[src/rtl/serial_pkg.sv]
// Shared serial-link types: FSM state encoding and default word width.
// Imported by the PISO transmitter and the downstream SISO stage.
package serial_pkg;

  localparam int DEF_WIDTH = 4;

  typedef enum logic [1:0] {
    IDLE,
    SHIFT,
    GAP
  } state_e;

endpackage

[src/rtl/piso_serializer_if.sv]
// Parallel-in handshake plus serial-out bundle for piso_serializer.
// The slave modport is the serializer; master is whoever feeds it.
interface piso_serializer_if
  import serial_pkg::*;
#(
  parameter int WIDTH = DEF_WIDTH
);

  logic [WIDTH-1:0] din;
  logic             din_valid;
  logic             din_ready;
  logic             sout;
  logic             sout_valid;
  logic             busy;
  logic             done;

  modport master (
    output din,
    output din_valid,
    input  din_ready,
    input  sout,
    input  sout_valid,
    input  busy,
    input  done
  );

  modport slave (
    input  din,
    input  din_valid,
    output din_ready,
    output sout,
    output sout_valid,
    output busy,
    output done
  );

endinterface

[src/rtl/piso_serializer.sv]
// Parallel-in serial-out transmitter with optional inter-word gap.
// Every output is a flop, so nothing combinational reaches din/din_valid.
module piso_serializer
  import serial_pkg::*;
#(
  parameter int WIDTH      = DEF_WIDTH,
  parameter bit MSB_FIRST  = 1'b0,
  parameter int GAP_CYCLES = 0,
  parameter bit IDLE_LEVEL = 1'b0
) (
  input  logic             clk,
  input  logic             rst,
  piso_serializer_if.slave bus
);

  localparam int CW = $clog2(WIDTH);
  localparam int OB = MSB_FIRST ? WIDTH - 1 : 0;
  localparam logic [CW-1:0] BLAST = CW'(WIDTH - 1);
  localparam logic [3:0] GLOAD =
    (GAP_CYCLES > 0) ? 4'(GAP_CYCLES - 1) : 4'd0;

  state_e           state_q, state_d;
  logic [WIDTH-1:0] sr_q, sr_d;
  logic [CW-1:0]    bcnt_q, bcnt_d;
  logic [3:0]       gcnt_q, gcnt_d;

  logic sout_q, sout_d;
  logic sv_q, sv_d;
  logic busy_q, busy_d;
  logic done_q, done_d;
  logic rdy_q, rdy_d;
  logic accept;

  always_comb begin
    state_d = state_q;
    sr_d    = sr_q;
    bcnt_d  = bcnt_q;
    gcnt_d  = gcnt_q;
    accept  = bus.din_valid && rdy_q;

    unique case (state_q)
      IDLE: ;
      SHIFT: begin
        if (MSB_FIRST) sr_d = sr_q << 1;
        else           sr_d = sr_q >> 1;
        bcnt_d = bcnt_q - CW'(1);
        if (bcnt_q == '0) begin
          if (GAP_CYCLES > 0) begin
            state_d = GAP;
            gcnt_d  = GLOAD;
          end else begin
            state_d = IDLE;
          end
        end
      end
      GAP: begin
        gcnt_d = gcnt_q - 4'd1;
        if (gcnt_q == 4'd0) state_d = IDLE;
      end
      default: state_d = IDLE;
    endcase

    // A handshake overrides the last-bit exit, giving back-to-back words
    if (accept) begin
      sr_d    = bus.din;
      bcnt_d  = BLAST;
      state_d = SHIFT;
    end

    sv_d   = (state_d == SHIFT);
    sout_d = sv_d ? sr_d[OB] : IDLE_LEVEL;
    busy_d = (state_d != IDLE);
    done_d = sv_d && (bcnt_d == '0);
    rdy_d  = (state_d == IDLE) ||
             ((GAP_CYCLES == 0) && done_d);
  end

  always_ff @(posedge clk or negedge rst) begin
    if (!rst) begin
      state_q <= IDLE;
      sr_q    <= '0;
      bcnt_q  <= '0;
      gcnt_q  <= '0;
      sout_q  <= IDLE_LEVEL;
      sv_q    <= 1'b0;
      busy_q  <= 1'b0;
      done_q  <= 1'b0;
      rdy_q   <= 1'b0;
    end else begin
      state_q <= state_d;
      sr_q    <= sr_d;
      bcnt_q  <= bcnt_d;
      gcnt_q  <= gcnt_d;
      sout_q  <= sout_d;
      sv_q    <= sv_d;
      busy_q  <= busy_d;
      done_q  <= done_d;
      rdy_q   <= rdy_d;
    end
  end

  assign bus.din_ready  = rdy_q;
  assign bus.sout       = sout_q;
  assign bus.sout_valid = sv_q;
  assign bus.busy       = busy_q;
  assign bus.done       = done_q;

endmodule

[src/flat_wrapper.sv]
// flat-port wrapper written by rule: the top's interface ports become plain ports
module piso_serializer_flat import serial_pkg::*;
#(
  parameter int WIDTH      = DEF_WIDTH,
  parameter bit MSB_FIRST  = 1'b0,
  parameter int GAP_CYCLES = 0,
  parameter bit IDLE_LEVEL = 1'b0
)
  (clk, rst, bus_din, bus_din_valid, bus_din_ready, bus_sout, bus_sout_valid, bus_busy, bus_done);
  piso_serializer_if #(.WIDTH(WIDTH)) bus_i ();
  input  logic clk;
  input  logic rst;
  input wire logic [$bits(bus_i.din)-1:0] bus_din;
  input wire logic [$bits(bus_i.din_valid)-1:0] bus_din_valid;
  output wire logic [$bits(bus_i.din_ready)-1:0] bus_din_ready;
  output wire logic [$bits(bus_i.sout)-1:0] bus_sout;
  output wire logic [$bits(bus_i.sout_valid)-1:0] bus_sout_valid;
  output wire logic [$bits(bus_i.busy)-1:0] bus_busy;
  output wire logic [$bits(bus_i.done)-1:0] bus_done;
  assign bus_i.din = bus_din;
  assign bus_i.din_valid = bus_din_valid;
  assign bus_din_ready = bus_i.din_ready;
  assign bus_sout = bus_i.sout;
  assign bus_sout_valid = bus_i.sout_valid;
  assign bus_busy = bus_i.busy;
  assign bus_done = bus_i.done;
  piso_serializer #(.WIDTH(WIDTH), .MSB_FIRST(MSB_FIRST), .GAP_CYCLES(GAP_CYCLES), .IDLE_LEVEL(IDLE_LEVEL)) u_core (.clk(clk), .rst(rst), .bus(bus_i));
endmodule
[config.mk]
export PLATFORM = sky130hd
export DESIGN_NAME = piso_serializer_flat
export DESIGN_NICKNAME = d
export VERILOG_FILES = /design/src/rtl/serial_pkg.sv /design/src/rtl/piso_serializer_if.sv /design/src/rtl/piso_serializer.sv /design/src/flat_wrapper.sv
export SDC_FILE = /design/constraint.sdc
export NUM_CORES = 1
export LEC_CHECK = 0
export BUFFER_PORTS_ARGS = -buffer_cell sky130_fd_sc_hd__buf_2
export CORE_UTILIZATION = 35
export CTS_CLUSTER_SIZE = 24
export DETAILED_ROUTE_END_ITERATION = 8
export GPL_ROUTABILITY_DRIVEN = 0
export GPL_TIMING_DRIVEN = 1
export PLACE_DENSITY = 0.62
export SLEW_MARGIN = 0
export SYNTH_ARGS = -nofsm -noshare
export SYNTH_HDL_FRONTEND = slang
export SYNTH_SLANG_ARGS = --single-unit
export TNS_END_PERCENT = 10
[constraint.sdc]
create_clock -name clk -period 1.6 [get_ports clk]
set_input_delay 0.08 -clock clk [delete_from_list [all_inputs] [get_ports clk]]
set_output_delay 0.08 -clock clk [all_outputs]
set_load 0.02 [all_outputs]
# Yosys cells after proc, flatten, opt, wreduce, memory -nomap -nowiden
# Index checks and enable logic that the tools add are counted.
[op_classes]
add_sub_neg = 2
n_eq_ne = 3
mux = 9
n_reduce_logical = 10
[op_table]
columns = ["operator", "count"]
rows = [
  ["$mux W2", 5],
  ["$logic_not A2 Y1", 4],
  ["$mux W4", 2],
  ["$pmux W2 S3", 1],
  ["$eq A2 B1 Y1 const B", 2],
  ["$logic_not A4 Y1", 1],
  ["$reduce_bool A2 Y1", 2],
  ["$sub A4 B1 Y4 const B", 1],
  ["$eq A2 B2 Y1 const B", 1],
  ["$logic_and A1 B1 Y1", 2],
  ["$sub A2 B1 Y2 const B", 1],
  ["$logic_or A1 B1 Y1", 1],
  ["$mux W1", 1],
]
[word_totals]
reg_bits = 17
inputBits = 7
out_inout_bits = 5
elab_cells = 34

# Longest topological paths before layout
# Gate-level depths: netlist of run 1.
[depth]
word_depth = 7
depth_mapped = 5
mapped_depth_nobuf = 5

# Worst setup path before layout of run 1
# No wires, ideal clock.
[synth_timing]
path_type = "register to register"
startpoint = "register u_core.bcnt_q[0]"
endpoint = "register u_core.rdy_q (netlist: u_core.bus.din_ready)"
setup_time_ns = 0.120
arrival_ns = 1.151
required_ns = 1.480
path_slack_ns = 0.330
path_stages_with_launch = 5
path_buffers = 0
period_less_slack_ns = 1.270
cell_sequence = "dfrtp_1 > inv_1 > ha_1 > a211o_1 > and3_1"
[synth_via]
elab_chain_cells = 7
word_cells_on_any_way = 12
classes_between = "add/sub (1); eq/ne (1); mux (5); reduce/logical (5)"
[synth_lines]
columns = ["element", "line_no", "rtl"]
rows = [
  ["start: declaration", "piso_serializer.sv:24", "logic [CW-1:0] bcnt_q, bcnt_d;"],
  ["start signal: assignment", "piso_serializer.sv:92", "bcnt_q <= bcnt_d;"],
  ["$logic_not A2 Y1", "piso_serializer.sv:47", "if (bcnt_q == '0) begin"],
  ["$mux W2", "piso_serializer.sv:47", ""],
  ["$pmux W2 S3", "piso_serializer.sv:41", "unique case (state_q)"],
  ["$mux W2", "piso_serializer.sv:64", "if (accept) begin"],
  ["$eq A2 B1 Y1", "piso_serializer.sv:70", "sv_d = (state_d == SHIFT);"],
  ["$logic_and A1 B1 Y1", "piso_serializer.sv:73", "done_d = sv_d && (bcnt_d == '0);"],
  ["$logic_or A1 B1 Y1 (*)", "piso_serializer.sv:74", "rdy_d = (state_d == IDLE) ||"],
  ["named net u_core.rdy_d", "piso_serializer.sv:31", "logic rdy_q, rdy_d;"],
  ["end signal: assignment", "piso_serializer.sv:98", "rdy_q <= rdy_d;"],
  ["end: declaration", "piso_serializer.sv:31", ""],
]
# Mark *: on every way through the listed nets, which the timed path passes. The rest lies on a longest branch.
# A chain may end at the register's enable or synchronous reset.

# Final worst setup path of run 1
# Same ends and word-level chain as after synthesis.

==> impl_metrics.csv, run 1 <==
group,metric,value,unit
critical_path,path_cells,"inv_1, ha_1, a211o_1, and3_1",
synth,synth_fa_ha_area_share,3.60,%
critical_path,startpoint_type,"flop",
critical_path,crit_fanout,3,
detailed_routing,drc,0,
cts,cts_sinks,16,
floorplanning,row_count,15,
synth,muxShareOfSynthArea,2.88,%
critical_path,critPathArrivalTime,1540,ps
grt,grt_pass1_vias,449,
detailed_routing,wl,1090,um
synth,synth-compound-area-share,6.49,%
floorplanning,initial_core_util,38.5,%
timing,timing.setup.tns,0,ps
flow_run,maxCapViolCount,0,
synth,yosys.area_share.xor_xnor,5.05,%
timing,rsz0062_at_grt,"false",
final_layout,final_layout_size_suffix_gt1_share,24.1,%
final_layout,postLayoutCellArea,831,um^2
timing,whs,46.8,ps
synth,yosysUniqueCellTypes,24,
hold_path,hold_depth,3,
timing,slew_headroom,73.5,%
detailed_routing,via_count,459,
synth,avgSynthCellArea,11.0,um^2
grt,gr-usage-met3,5.88,%
cts,cts_tree,"done",
floorplanning,core-area,0.00180,mm^2
hold_path,worstHoldStart,"bus_din[2]",
critical_path,timing.reg2reg.setup_slack,230,ps
cts,insertion_delay,280,ps
final_layout,fin_nets,89,
critical_path,cpMaxStageDelayCell,"dfrtp_1",
detailed_routing,detail-route-antenna-nets,0,
place,dp_slack,254,ps
timing,setup_viol,0,
final_layout,ff_latch_area,400,um^2
synth,ys_ff_latch,16,
final_layout,multi_input_area,263,um^2
synth,ys_warn_count,0,
grt,grt_pass1_wl,1840,um
pwr,power.total,1.38,mW
cts,htreeDepth,1,
final_layout,syn2layout_area_growth,19.6,%
synth,yosys.area_share.simple,19.8,%
final_layout,final_util,46.1,%
grt,grt_max_degree,17,
timing,fin_skew,1.80,ps
place,portBuffers,11,
critical_path,worst-path-buf-inv,1,
floorplanning,die_h,46.5,um
critical_path,reg2reg_from,"u_core.bcnt_q[0]$_DFF_PN0_",
cts,cts_inserted_buffers,3,
cts,hold_buffers,3,
detailed_routing,drt-pass1-iter-count,3,
timing,timing.fmax,732,MHz
critical_path,slowest_delay,380,ps
floorplanning,pin_count,12,
synth,netlist_area,694,um^2
synth,synthesis.nets,72,
floorplanning,die-area,0.00217,mm^2
cts,cts-root-buf,"clkbuf_4",
timing,timing.final.hold_violations,0,
status,status,"completed",
detailed_routing,routedWlPerCell,10.5,um
critical_path,cpLargestDelayFamily,"flip-flops",
grt,top_usage_layer,"met2",
place,dp.cells,97,
synth,synth_top_family_by_area,"simple AND/OR/NAND/NOR gates",
critical_path,r2r_end,"u_core.bus.din_ready$_DFF_PN0_",
timing,worst_pin_slew,396,ps
critical_path,reg2reg_depth,4,
hold_path,min_path_type,"in2reg",
critical_path,crit_type,"reg2reg",
pwr,power_leakage,0.415,nW
place,dpl.hpwl,769,um
critical_path,cp-startpoint,"u_core.bcnt_q[0]$_DFF_PN0_",
synth,syn_inst,63,
pwr,cellPowerDensity,1660,mW/mm^2
grt,antenna_found_initial,0,
cts,clk_pin_slew,90,ps
cts,cts_setup_buffers,0,
critical_path,cp.required,1780,ps
timing,fin_ws,234,ps
grt,grtUsageMet1,14.0,%
timing,final_max_slew_viol_count,0,
detailed_routing,avgViaCountPerCell,4.41,
grt,grtUsageMet2,21.1,%
final_layout,n_fill_cell,178,
grt,grtUsageTotal,12.8,%
timing,fin_crit_sh,85.4,%
cts,clockBufferDepth,2,
hold_path,holdPathEnd,"u_core.sr_q[2]$_DFFE_PN0P_",
detailed_routing,first_iter_violations,7,
timing,finalCriticalPeriod,1370,ps
final_layout,stdcell_count,104,
cts,cts_resized,0,
place,placed_area,764,um^2
critical_path,worstSetupEndpointType,"flop",
final_layout,n_antenna_cell,0,
grt,grt_overflow,0,
final_layout,mostFrequentLayoutCells,"16 x dfrtp_1, 11 x nand2_1, 11 x buf_2, 4 x inv_1, 4 x nor2_1",
floorplanning,die_w,46.5,um
final_layout,layout_commonest_cell,"dfrtp_1",
synth,yosysSeqAreaShare,57.7,%
pwr,vdd_ir_drop_max,0.000735,V
state kept, by name, indices dropped and copies added (netlist names):
register / cells
u_core.bus.sout: 1
u_core.sr_q: 3
u_core.gcnt_q: 4
u_core.bus.done: 1
u_core.bus.sout_valid: 1
u_core.state_q: 2
u_core.bus.din_ready: 1
u_core.bcnt_q: 2
u_core.bus.busy: 1
logic make-up (layout without fill, tap and decap cells):
logic type	count (synthesis)	in the layout
AND/OR/NAND/NOR	26	26
adder cells (fa/ha/maj)	2	2
buffers and inverters	6	22
flip-flops	16	16
XOR/XNOR	4	4
AO/OA/AOI/OAI	7	7
multiplexers	2	2
routing by layer:
| metal | vias to the layer above | share of wire (%) |
|---|---|---|
| met5 | - | 0 |
| met4 | 0 | 1.3 |
| met1 | 211 | 45 |
| met3 | 2 | 4.8 |
| met2 | 10 | 48 |
| li1 | 236 | - |
synthesized netlist by cell type:
| cell | number | area (um^2) |
|---|---|---|
| a211o_1 | 1 | 8.76 |
| a21oi_1 | 2 | 10.0 |
| and2_1 | 1 | 6.26 |
| and3_1 | 1 | 6.26 |
| buf_2 | 1 | 5.00 |
| buf_6 | 1 | 11.3 |
| dfrtp_1 | 16 | 400 |
| ha_1 | 2 | 25.0 |
| inv_1 | 4 | 15.0 |
| mux2i_1 | 2 | 20.0 |
| nand2_1 | 11 | 41.3 |
| nand2b_1 | 2 | 12.5 |
| nand2b_4 | 1 | 13.8 |
| nand3_1 | 3 | 15.0 |
| nor2_1 | 4 | 15.0 |
| nor2b_1 | 1 | 6.26 |
| nor4_2 | 1 | 12.5 |
| o211ai_1 | 1 | 7.51 |
| o21ai_0 | 1 | 5.00 |
| o21ai_1 | 1 | 5.00 |
| o21ai_2 | 1 | 8.76 |
| or2_4 | 1 | 8.76 |
| xnor2_1 | 3 | 26.3 |
| xor2_1 | 1 | 8.76 |
power by group:
| group | switching, mW | internal (mW) |
|---|---|---|
| clock network | 0.122 | 0.138 |
| logic | 0.300 | 0.230 |
| registers | 0.0591 | 0.531 |
worst max path at each step:
stage                                endpoint  slack (ps)  cells after the start
2_1_floorplan  u_core.bus.din_ready$_DFF_PN0_         330                      4
3_3_place_gp   u_core.bus.din_ready$_DFF_PN0_         310                      4
3_5_place_dp   u_core.bus.din_ready$_DFF_PN0_         250                      4
4_1_cts        u_core.bus.din_ready$_DFF_PN0_         230                      4
5_1_grt        u_core.bus.din_ready$_DFF_PN0_         200                      4
6_report       u_core.bus.din_ready$_DFF_PN0_         230                      4
final cells by class:
type	count	area share, %
flip-flops and latches	16	48.2
multi-input cells	41	31.6
repair buffers	14	10.2
clock buffers	4	4.37
well taps	25	3.77
inverters	4	1.81
worst register-to-register path, cell delays in order, from the launching register on:
cell,delay (ps)
dfrtp_1,380
inv_1,80
ha_1,330
a211o_1,300
and3_1,170
Power figures use the tool's default switching activity.
==> run 2: changes to the inputs <==
CORE_UTILIZATION = 50   (was 35)
PLACE_DENSITY = 0.8   (was 0.62)
==> run 2 against run 1 <==
  * Critical path depth stayed put
  * Setup slack worse by 4.1 ps
  * Register-to-register slack hardly changed
  * Clock skew is 0.87 ps higher
  * Combinational power is 2% higher
  * Largest power group unchanged
  * Sequential share of layout area is 1.3 points higher
  * Design area is 2.7% lower
==> impl_metrics.csv, run 2 (synthesis results as in run 1) <==
group,metric,value,unit
status,status,"completed",
critical_path,crit_type,"reg2reg",
critical_path,path_cells,"inv_1, ha_1, a211o_1, and3_1",
timing,fin_crit_sh,85.6,%
pwr,cellPowerDensity,1730,mW/mm^2
detailed_routing,wl_met3,61,um
detailed_routing,highest_layer,"met4",
detailed_routing,first_iter_violations,3,
floorplanning,pin_count,12,
grt,antenna_found_initial,0,
final_layout,top_register,"u_core.gcnt_q",
final_layout,largest_reg_flops,4,
floorplanning,die_h,39.3,um
cts,clk_pin_slew,90,ps
final_layout,fin_nets,88,
timing,finalCriticalPeriod,1370,ps
critical_path,crit_fanout,3,
critical_path,reg2reg_depth,4,
cts,htreeDepth,1,
final_layout,layout_commonest_cell,"dfrtp_1",
floorplanning,die_w,39.3,um
cts,insertion_delay,280,ps
pwr,power_leakage,0.411,nW
cts,cts_tree,"done",
final_layout,syn2layout_area_growth,16.4,%
cts,cts_sinks,16,
critical_path,critPathArrivalTime,1550,ps
floorplanning,die-area,0.00154,mm^2
pwr,switchingPower,0.500,mW
critical_path,slowest_delay,380,ps
critical_path,cp.required,1780,ps
pwr,swShare,35.8,%
timing,rsz0062_at_grt,"false",
cts,cts_resized,0,
detailed_routing,wl,1140,um
place,dpl.hpwl,844,um
timing,timing.fmax,730,MHz
cts,clockBufferDepth,2,
timing,slew_headroom,74.0,%
detailed_routing,avgViaCountPerCell,5.05,
detailed_routing,via_count,470,
place,dp_slack,244,ps
pwr,vdd_ir_drop_max,0.00122,V
detailed_routing,drt-pass1-iter-count,2,
final_layout,multi_input_area,263,um^2
detailed_routing,drc,0,
timing,setup_viol,0,
hold_path,min_path_type,"in2reg",
critical_path,cpMaxStageDelayCell,"dfrtp_1",
final_layout,final_layout_size_suffix_gt1_share,24.4,%
critical_path,timing.reg2reg.setup_slack,230,ps
grt,grt_pass1_vias,504,
timing,final_max_slew_viol_count,0,
cts,cts-root-buf,"clkbuf_4",
final_layout,top_regs,"u_core.gcnt_q (4), u_core.sr_q (3)",
final_layout,n_antenna_cell,0,
critical_path,worstSetupEndpointType,"flop",
floorplanning,initial_core_util,53.4,%
timing,worst_pin_slew,390,ps
place,portBuffers,11,
final_layout,ff_latch_area,400,um^2
detailed_routing,wl_met1,532,um
final_layout,n_fill_cell,114,
pwr,p_clk_share,18.9,%
grt,grt_overflow,0,
pwr,combinationalPowerShare,38.6,%
pwr,seqPwrFrac,42.5,%
floorplanning,core-area,0.00130,mm^2
timing,fin_ws,230,ps
pwr,p_int,0.899,mW
final_layout,mostFrequentLayoutCells,"16 x dfrtp_1, 11 x nand2_1, 11 x buf_2, 4 x inv_1, 4 x nor2_1",
grt,grt_pass1_wl,2100,um
grt,grtUsageTotal,21.5,%
grt,grt_max_degree,17,
timing,timing.final.hold_violations,0,
hold_path,worstHoldStart,"bus_din[0]",
critical_path,worstSetupEndpoint,"u_core.bus.din_ready$_DFF_PN0_",
timing,fin_skew,2.66,ps
critical_path,reg2reg_from,"u_core.bcnt_q[0]$_DFF_PN0_",
critical_path,cp-startpoint,"u_core.bcnt_q[0]$_DFF_PN0_",
critical_path,r2r_end,"u_core.bus.din_ready$_DFF_PN0_",
floorplanning,row_count,13,
detailed_routing,detail-route-antenna-nets,0,
critical_path,startpoint_type,"flop",
detailed_routing,wl_met2,530,um
detailed_routing,routedWlPerCell,12.3,um
flow_run,maxCapViolCount,0,
cts,cts_inserted_buffers,3,
timing,timing.setup.tns,0,ps
final_layout,final_util,62.1,%
[run 2: cell types whose count changed in the layout (fill, tap and decap cells not counted)]
cell,before,now
dlygate4sd3_1,3,2
[run 2: area by class of cell]
| type | count | area share, % |
|---|---|---|
| well taps | 15 | 2.32 |
| inverters | 4 | 1.86 |
| multi-input cells | 41 | 32.5 |
| flip-flops and latches | 16 | 49.5 |
| clock buffers | 4 | 4.49 |
| repair buffers | 13 | 9.29 |
[run 2: through the flow]
step	std cells	cell area, um^2	hold WS, ps	total power [mW]
finish	93	808	16.9	1.40
floorplan	63	694	-216	1.03
global placement	87	752	3.83	1.11
detailed placement	87	752	5.33	1.14
global route	93	808	12.1	1.50
CTS	93	808	8.33	1.41
[run 2: worst min-delay path by stage]
| stage | to | cells past startpoint |
|---|---|---|
| 2_1_floorplan | u_core.bcnt_q[0]$_DFF_PN0_ | 0 |
| 3_3_place_gp | u_core.bus.sout_valid$_DFF_PN0_ | 1 |
| 3_5_place_dp | u_core.gcnt_q[3]$_DFFE_PN0N_ | 1 |
| 4_1_cts | u_core.bus.sout$_DFF_PN0_ | 3 |
| 5_1_grt | u_core.bus.sout$_DFF_PN0_ | 3 |
| 6_report | u_core.bus.sout$_DFF_PN0_ | 3 |
[run 2: per-layer routing]
metal	global-route usage (%)	vias up
li1	-	234
met1	24.6	221
met2	35.4	13
met3	8.52	2
met4	8.62	0
met5	0	-
[run 2: power groups by stage]
stage	Sequential, mW	Combinational [mW]	Clock [mW]
after detailed placement	0.604	0.539	0
after floorplan	0.662	0.364	0
after CTS	0.596	0.543	0.273
after global placement	0.598	0.513	0
after global routing	0.606	0.609	0.284
final	0.595	0.540	0.264
[run 2: worst max-delay path, delay by kind of cell, from the launching register on]
kind / cells / cell delay (ps)
flip-flops: 1 / 380
adder cells (fa/ha/maj): 1 / 330
AO/OA/AOI/OAI: 1 / 300
AND/OR/NAND/NOR: 1 / 180
buffers and inverters: 1 / 80
[run 2: timing repair]
item,CTS,global route
setup endpoints to repair,0,0
hold buffers,2,0
endpoints found under the hold margin,17,0
buffers inserted,0,0
==> run 3: changes to the inputs <==
ABC_AREA = 1   (was default)
CAP_MARGIN = 15   (was default)
==> run 3 against run 2 <==
  * Maximum frequency up 16%
  * Sequential share of layout area down 1.6 points
  * Via count is 16% higher
  * Global-route usage down 2.0 points
  * Combinational power is 22% higher
  * Largest power group is now combinational logic
  * Highest routed layer unchanged
==> impl_metrics.csv, run 3 <==
group,metric,value,unit
final_layout,mostFrequentLayoutCells,"17 x nand2_1, 17 x dfrtp_1, 11 x inv_1, 11 x buf_2, 7 x nand3_1",
critical_path,cp.required,1790,ps
detailed_routing,detail-route-antenna-nets,0,
floorplanning,pin_count,12,
timing,final_max_slew_viol_count,0,
synth,yosysUniqueCellTypes,20,
critical_path,startpoint_type,"flop",
final_layout,stdcell_count,112,
final_layout,postLayoutCellArea,888,um^2
final_layout,top_regs,"u_core.gcnt_q (4), u_core.sr_q (4)",
place,dpl.hpwl,914,um
cts,cts_resized,0,
floorplanning,die_h,41.1,um
status,status,"completed",
synth,synth.area.top_cells,"dfrtp_1 56%, nand2_1 8.4%, inv_1 5.4%",
cts,cts_inserted_buffers,3,
critical_path,worstSetupEndpointType,"flop",
timing,whs,22.7,ps
flow_run,maxCapViolCount,0,
synth,netlist_area,763,um^2
cts,htreeDepth,1,
grt,grtUsageTotal,19.5,%
synth,syn_inst,80,
final_layout,final_layout_size_suffix_gt1_share,29.9,%
place,placed_area,832,um^2
synth,synth_edf_count,0,
timing,finalCriticalPeriod,1180,ps
floorplanning,core-area,0.00137,mm^2
timing,rsz0062_at_grt,"false",
synth,synthesis.nets,89,
grt,grt_overflow,0,
pwr,vdd_ir_drop_max,0.00118,V
final_layout,n_fill_cell,120,
final_layout,syn2layout_area_growth,16.4,%
final_layout,multi_input_area,277,um^2
pwr,cellPowerDensity,1720,mW/mm^2
cts,cts_setup_buffers,0,
cts,cts-root-buf,"clkbuf_4",
detailed_routing,avgViaCountPerCell,4.86,
grt,antenna_found_initial,0,
synth,yosysTopAreaCellShare,55.7,%
timing,slew_headroom,75.4,%
synth,avgSynthCellArea,9.54,um^2
critical_path,critPathArrivalTime,1360,ps
timing,setup_viol,0,
detailed_routing,drc,0,
synth,async_reset_ff_share,100,%
synth,ys_ff_latch,17,
timing,timing.fmax,850,MHz
place,portBuffers,11,
detailed_routing,first_iter_violations,5,
critical_path,crit_type,"reg2reg",
cts,cts_tree,"done",
pwr,power_leakage,0.486,nW
floorplanning,row_count,13,
synth,synth_largest_area_cell,"dfrtp_1",
synth,synth_top_flop_cell,"dfrtp_1",
cts,clockBufferDepth,2,
cts,cts_sinks,17,
timing,timing.final.hold_violations,0,
synth,ys_warn_count,0,
timing,fin_skew,7.42,ps
detailed_routing,drt-pass1-iter-count,4,
detailed_routing,routedWlPerCell,11.1,um
cts,clk_pin_slew,90,ps
hold_path,min_path_type,"in2reg",
detailed_routing,via_count,544,
final_layout,ff_latch_area,425,um^2
floorplanning,die-area,0.00169,mm^2
pwr,power.total,1.53,mW
final_layout,fin_nets,107,
grt,grt_pass1_wl,1990,um
detailed_routing,wl,1240,um
cts,insertion_delay,290,ps
final_layout,n_antenna_cell,0,
timing,fin_crit_sh,73.5,%
synth,yosysSeqAreaShare,55.7,%
floorplanning,initial_core_util,55.9,%
place,dp.cells,105,
grt,grt_pass1_vias,490,
grt,grt_max_degree,18,
floorplanning,die_w,41.1,um
synth,synthTopCellsByCount,"17 x dfrtp_1, 17 x nand2_1, 11 x inv_1",
timing,worst_pin_slew,368,ps
critical_path,crit_fanout,2,
timing,timing.setup.tns,0,ps
==> run 3: routing by layer <==
metal	share of wire, %	wire [um]	GRT usage (%)	up-vias
met5	0	0	0	-
met4	1.3	16	7.50	0
met3	5.9	73	8.70	3
met2	47	578	32.4	14
met1	46	574	21.4	247
li1	-	-	-	280
==> run 3: timing repair <==
item	4_1_cts	5_1_grt
endpoints found under the setup margin	0	0
hold buffers	3	0
endpoints found under the hold margin	19	0
==> run 3: cell type report <==
| cell class | count | share of cell area, % |
|---|---|---|
| Clock buffer | 4 | 2.96 |
| Sequential cell | 17 | 47.9 |
| Tap cell | 15 | 2.11 |
| Timing Repair Buffer | 14 | 9.58 |
| Inverter | 15 | 6.34 |
| Multi-Input combinational cell | 47 | 31.1 |
==> run 3: critical path, stage by stage, from the launching register on <==
cell	delay [ps]
dfrtp_1	350
inv_1	60
ha_1	280
inv_1	50
nand3_1	80
nand2_1	120
nor2_4	40
nand3_2	50
nand2_1	40
==> run 3: worst paths after layout <==
kind	start	endpoint	slack (ps)	cells past startpoint
worst max-delay path	u_core.bcnt_q[0]$_DFF_PN0_	u_core.bus.din_ready$_DFF_PN0_	420	8
worst min-delay path	bus_din[0]	u_core.sr_q[0]$_DFF_PN0_	20	3
worst max register to register	u_core.bcnt_q[0]$_DFF_PN0_	u_core.bus.din_ready$_DFF_PN0_	420	8
worst min register to register	u_core.gcnt_q[0]$_DFFE_PN0N_	u_core.gcnt_q[0]$_DFFE_PN0N_	480	1
max in group asynchronous	rst	u_core.bus.sout_valid$_DFF_PN0_	1110	2
min in group asynchronous	rst	u_core.sr_q[3]$_DFFE_PN0P_	220	2
==> run 3: power breakdown <==
part / internal [mW] / switching (mW)
clock: 0.0971 / 0.129
combinational: 0.231 / 0.426
sequential: 0.571 / 0.0770
==> run 3: cells by family after synthesis <==
logic type / after synthesis / synth area share, %
AND/OR/NAND/NOR: 38 / 26.7
XOR/XNOR: 2 / 2.30
flip-flops: 17 / 55.7
adder cells (fa/ha/maj): 2 / 3.28
AO/OA/AOI/OAI: 5 / 3.93
buffers and inverters: 16 / 8.03
==> run 3: stage by stage <==
stage | setup slack [ps] | utilization (%)
CTS | 417 | 65.0
global placement | 470 | 60.9
floorplan | 459 | -
finish | 424 | 65.0
global route | 328 | 65.0
detailed placement | 428 | 60.9
